$ cat config.mk
export PLATFORM = sky130hd
export DESIGN_NAME = hazard_stall_unit
export DESIGN_NICKNAME = d
export VERILOG_FILES = /design/src/rtl/hazard_stall_unit.sv
export SDC_FILE = /design/constraint.sdc
export NUM_CORES = 1
export LEC_CHECK = 0
export ABC_AREA = 0
export CORE_MARGIN = 1.5
export CORE_UTILIZATION = 40
export CTS_CLUSTER_SIZE = 28
export DETAILED_ROUTE_END_ITERATION = 7
export GPL_ROUTABILITY_DRIVEN = 0
export PLACE_DENSITY = 0.69
export RECOVER_POWER = 50
export SLEW_MARGIN = 20
export SYNTH_ARGS = -nofsm -noshare
export SYNTH_HDL_FRONTEND = slang
export SYNTH_SLANG_ARGS = --single-unit
$ cat constraint.sdc
create_clock -name clk -period 3.05 [get_ports clk]
set_input_delay 0.7625 -clock clk [delete_from_list [all_inputs] [get_ports clk]]
set_output_delay 0.7625 -clock clk [all_outputs]
set_load 0.03 [all_outputs]
$ cat src/rtl/hazard_stall_unit.sv
// Hazard stall unit for the 5-stage MIPS core.
// Combines Tuse/Tnew RAW detection with an MDU busy countdown into the single
// Stall_Data request, and keeps a saturating count of stalled cycles for profiling.
module hazard_stall_unit #(
    parameter int unsigned MULT_CYCLES = 5,
    parameter int unsigned DIV_CYCLES  = 10,
    parameter int unsigned STALL_CNT_W = 32
) (
    input  logic                   clk,
    input  logic                   reset,
    input  logic [4:0]             D_rs_addr,
    input  logic [4:0]             D_rt_addr,
    input  logic [1:0]             D_tuse_rs,
    input  logic [1:0]             D_tuse_rt,
    input  logic                   D_is_md,
    input  logic [4:0]             E_wa,
    input  logic [1:0]             E_tnew,
    input  logic [4:0]             M_wa,
    input  logic [1:0]             M_tnew,
    input  logic                   E_md_mult,
    input  logic                   E_md_div,
    output logic                   Stall_Data,
    output logic                   md_busy,
    output logic                   md_done,
    output logic [STALL_CNT_W-1:0] stall_count
);

    localparam logic [3:0] MultLoad = 4'(MULT_CYCLES);
    localparam logic [3:0] DivLoad  = 4'(DIV_CYCLES);
    localparam logic [STALL_CNT_W-1:0] CntOne = STALL_CNT_W'(1);

    logic [3:0]             cnt_q, cnt_d;
    logic                   md_done_q, md_done_d;
    logic [STALL_CNT_W-1:0] stall_count_q, stall_count_d;

    logic rs_hit, rt_hit, md_stall, md_start;

    // RAW and MDU stall detection; a Tuse of 3 can never be below any Tnew (max 2).
    always_comb begin
        rs_hit = (D_rs_addr != 5'd0) &&
                 (((D_rs_addr == E_wa) && (D_tuse_rs < E_tnew)) ||
                  ((D_rs_addr == M_wa) && (D_tuse_rs < M_tnew)));
        rt_hit = (D_rt_addr != 5'd0) &&
                 (((D_rt_addr == E_wa) && (D_tuse_rt < E_tnew)) ||
                  ((D_rt_addr == M_wa) && (D_tuse_rt < M_tnew)));
        md_start   = E_md_mult || E_md_div;
        md_stall   = D_is_md && (md_busy || md_start);
        Stall_Data = !reset && (rs_hit || rt_hit || md_stall);
    end

    // Countdown next state: newest start reloads, div load beats mult load.
    always_comb begin
        cnt_d = cnt_q;
        if (E_md_div) begin
            cnt_d = DivLoad;
        end else if (E_md_mult) begin
            cnt_d = MultLoad;
        end else if (cnt_q != 4'd0) begin
            cnt_d = cnt_q - 4'd1;
        end
        // Expiry pulse only when the count runs out without being reloaded.
        md_done_d = (cnt_q == 4'd1) && !md_start;
    end

    // Saturating stall-cycle counter next state.
    always_comb begin
        stall_count_d = stall_count_q;
        if (Stall_Data && (stall_count_q != '1)) begin
            stall_count_d = stall_count_q + CntOne;
        end
    end

    // State registers with synchronous reset; reset aborts any countdown silently.
    always_ff @(posedge clk) begin
        if (reset) begin
            cnt_q         <= 4'd0;
            md_done_q     <= 1'b0;
            stall_count_q <= '0;
        end else begin
            cnt_q         <= cnt_d;
            md_done_q     <= md_done_d;
            stall_count_q <= stall_count_d;
        end
    end

    assign md_busy     = (cnt_q != 4'd0);
    assign md_done     = md_done_q;
    assign stall_count = stall_count_q;

endmodule

==> impl_results.md, run 1 <==
- Floorplan die area: around 6400 um2
- Fraction of the mapped netlist area in compound gates: 0.188
- Number of DRC markers in iteration 0: approximately 150
- Ant. Diodes: 0
- Final worst-path setup slack: about 0.043 ns
- Core Area: 5610 um2
- Power Dens Cells: 349 nW/um2
- Initial antenna violation count: 0
- Maximum clock insertion buffer count: 2
- Max Clk Rate: roughly 330 MHz
- Global-route wire length before repair: roughly 11000 um
- Row count: 27
- Clock Power Share: 0.384
- Standby leakage power: 1.24 nW
- Clk slew on worst S/H paths: approximately 0.080 ns
- CP Data Required Time: 2.29 ns
- Ports: between 60 and 70
- DRC violation count after routing: 0
- Area share of and/or/nand/nor cells after synthesis: 0.299
- Proportion of power drawn by combinational gates: 0.183
- Critical-path cell with the highest stage delay: dlygate4sd2_1
- VDD IR-drop max: ~0.31 mV
- Number of fill cells in the layout: approximately 540
- Critical path type: primary input to output port
- Final slew viol count: 0
- Pin count of the biggest net entering global routing: 58
- Ys flop type: dfxtp_1
- Routed WL: around 6300 um
- Inst Count DP: ~420
- Number of distinct library cells after synthesis: 38
- Mean cell area of the mapped netlist: slightly above 8 um2
- Sum of overflow across all layers after global routing: 0
- Initial core utilization: 0.423
- EDFF count, synth: 0
- Delay of the slowest cell on the worst path: ~0.3 ns
- Post-layout instance count excluding filler cells: 425
- Endpoints failing hold: 0
- Total number of H-tree levels: 2
- Routed length on met3: ~240 um
- Setup Viol. Count Final: 0
- Half-perimeter wire length after detailed placement: approximately 4400 um
- Area after detailed placement: slightly above 3000 um2
- Fraction of final layout cells sized beyond drive strength 1: 0.108
- Switching part of the total power: 0.261
- Unrepaired setup endpoints after global routing: no
- Worst rel slew slack: 0.447
- Skew final: roughly 0.0064 ns
- Final core area utilization: 0.589
- Synthesized cell area: approximately 2400 um2
- Synthesized instance count: ~290
- Yosys synthesis warning count: 0
- Synthesized flop and latch total: 37
- NumNets Final: 393
- Switching Power: 300 uW
- Synth Area in Adders: 0.0422
- Sort of element at the start of the critical path: primary input
- Number of routed nets with antenna violations: 0
- Max-cap viol count: 0
- Routed wire per std cell: 14.9 um
- Result of the run: finished, final reports clean
- Layout Area Growth over Synthesis: 39.1%
- Highest metal layer with signal wires: met4
- Synthesized Nets: between 300 and 400
- Clk sinks: 37
- Worst-case setup slack after placement: -0.246 ns
- Detailed-route wire length on metal 1: 2980 um
- Via total after detailed routing: 2415
- Internal power: 851 uW
- Setup total negative slack: 0 ns
- Cell at the root of the clock tree: clkbuf_8
- Number of global-route vias before repair: roughly 2200
- Mux cell area share after synthesis: 0.0232
- Sequence of cells on the critical path: dlygate4sd2_1, ha_4, a211oi_2, a22oi_1, o221a_4, nor2_4, buf_6
- Critical Path End Type: output port
- Total routing usage reported by global routing: 0.210
- Largest driver fanout on the critical path: 2
- Fin crit period: roughly 3 ns
- Worst hold path class: register to register
- TritonCTS clock tree: built
- DIE HEIGHT: around 80 um
- Part of the total power dissipated in sequential elements: 0.433
- Share of flip-flops with an asynchronous set or reset: 0
- Inserted Clock Buffers: 5
- Dominant combinational cell family by area after synthesis: simple AND/OR/NAND/NOR gates
- Met2 wire length: slightly above 3000 um
- Hold_buf cts: 0
- Transition time at the pin with the least slew margin: 0.829 ns
- Period utilisation layout: 0.986
- Data arrival time at the worst-slack endpoint: approximately 2.2 ns
- Finished layout cell area: around 3300 um2
- Pre-antenna DRT Iters: 4
- Fraction of synthesized cell area in xor and xnor cells: 0.0812
- # port buffers: between 60 and 70
- Avg Vias per Cell: around 5.7
- Insertion delay to the later sink of the worst-skew pair: between 0.2 and 0.3 ns
- Fraction of the yosys area taken by sequential cells: 0.312
- Width of the chip: around 80 um
[final cells by class]
class                      count  area (um2)  share of cell area
tap                           72        90.1              0.0273
inverter                       9        33.8              0.0102
clock inverter                 1        30.0             0.00910
clock buffer                   7        86.3              0.0262
sequential                    37         741               0.224
multi-input combinational    225        1610               0.487
timing repair buffer          74         713               0.216
[stage by stage]
stage	hold WS [ns]	total power [mW]
finish	0.498	1.15
global placement	0.486	0.708
global route	0.523	1.21
floorplan	0.590	0.622
CTS	0.504	1.15
detailed placement	0.492	0.710
[cells by family after synthesis]
| logic type | count (synthesis) |
|---|---|
| mux | 5 |
| compound gates | 66 |
| buf+inv | 26 |
| simple gates | 124 |
| xor+xnor | 22 |
| fa+ha+maj | 8 |
| flops | 37 |
[state kept, by name (all words and copies together), names as in the netlist]
name / cells
md_done: 1
stall_count: 32
cnt_q: 4
[power by group through the flow]
stage	registers (mW)	logic, mW	clock network [mW]
after floorplan	0.516	0.106	0
after global placement	0.509	0.198	0
after detailed placement	0.509	0.200	0
after CTS	0.498	0.205	0.448
after global routing	0.500	0.230	0.476
final	0.498	0.211	0.442
[synth_stat cells (all sizes together), types with 3 or more instances]
library cell	number	area share
inv	9	0.014
o21ai	3	0.0063
buf	8	0.025
nor2	19	0.030
and3	6	0.016
nand2b	4	0.011
and4	3	0.011
dfxtp	37	0.31
or4	24	0.076
a21oi	27	0.057
ha	8	0.042
nor2b	4	0.011
nand3	11	0.023
or3	5	0.013
nand2	18	0.028
clkbuf	9	0.014
mux2	4	0.019
nand4	11	0.029
xor2	21	0.078
nor3	8	0.017
nor4	7	0.021
a211oi	6	0.023
o31ai	24	0.076
[layout by cell type, fill, tap and decap left out, drive strengths merged, types with 11 or more instances in the layout]
| cell | count |
|---|---|
| a21oi | 27 |
| dfxtp | 37 |
| dlygate4sd2 | 23 |
| dlygate4sd3 | 31 |
| nand2 | 18 |
| nand3 | 11 |
| nand4 | 11 |
| nor2 | 19 |
| o31ai | 24 |
| or4 | 24 |
| xor2 | 21 |
[metal layers]
metal | vias to the layer above | GRT usage
li1 | 1219 | -
met1 | 1129 | 0.285
met2 | 59 | 0.336
met3 | 8 | 0.0400
met4 | 0 | 0.0569
met5 | - | 0
[final timing paths]
path / startpoint / end / slack, ns / cells past startpoint
worst min register to register: stall_count[22] / stall_count[22] / 0.50 / 2
worst max register to register: stall_count[0] / stall_count[22] / 0.66 / 6
worst min-delay path: stall_count[22] / stall_count[22] / 0.50 / 2
worst max-delay path: D_tuse_rt[1] / Stall_Data / 0.04 / 7
[critical path: cells and delay by family]
kind | cells | cell delay (ns)
buffers and inverters | 2 | 0.44
AOI/OAI and AO/OA | 3 | 0.65
and+or+nand+nor | 1 | 0.12
adders and majority gates | 1 | 0.26
[timing repair]
action / 4_1_cts / 5_1_grt
cloned: 0 / 0
gates resized for setup: 37 / 5
pin swaps: 13 / 4
endpoints found under the setup margin: 1 / 1
buffers inserted: 0 / 0
Note: power is estimated with default switching activity, not from simulation.
==> run 2, diff against run 1 <==
--- a/config.mk
+++ b/config.mk
@@ -5,7 +5,6 @@
 export SDC_FILE = /design/constraint.sdc
 export NUM_CORES = 1
 export LEC_CHECK = 0
-export ABC_AREA = 0
 export CORE_MARGIN = 1.5
 export CORE_UTILIZATION = 40
 export CTS_CLUSTER_SIZE = 28
==> results of run 2 <==
Same layout as run 1: the final DEF is identical, and so are final timing and power.
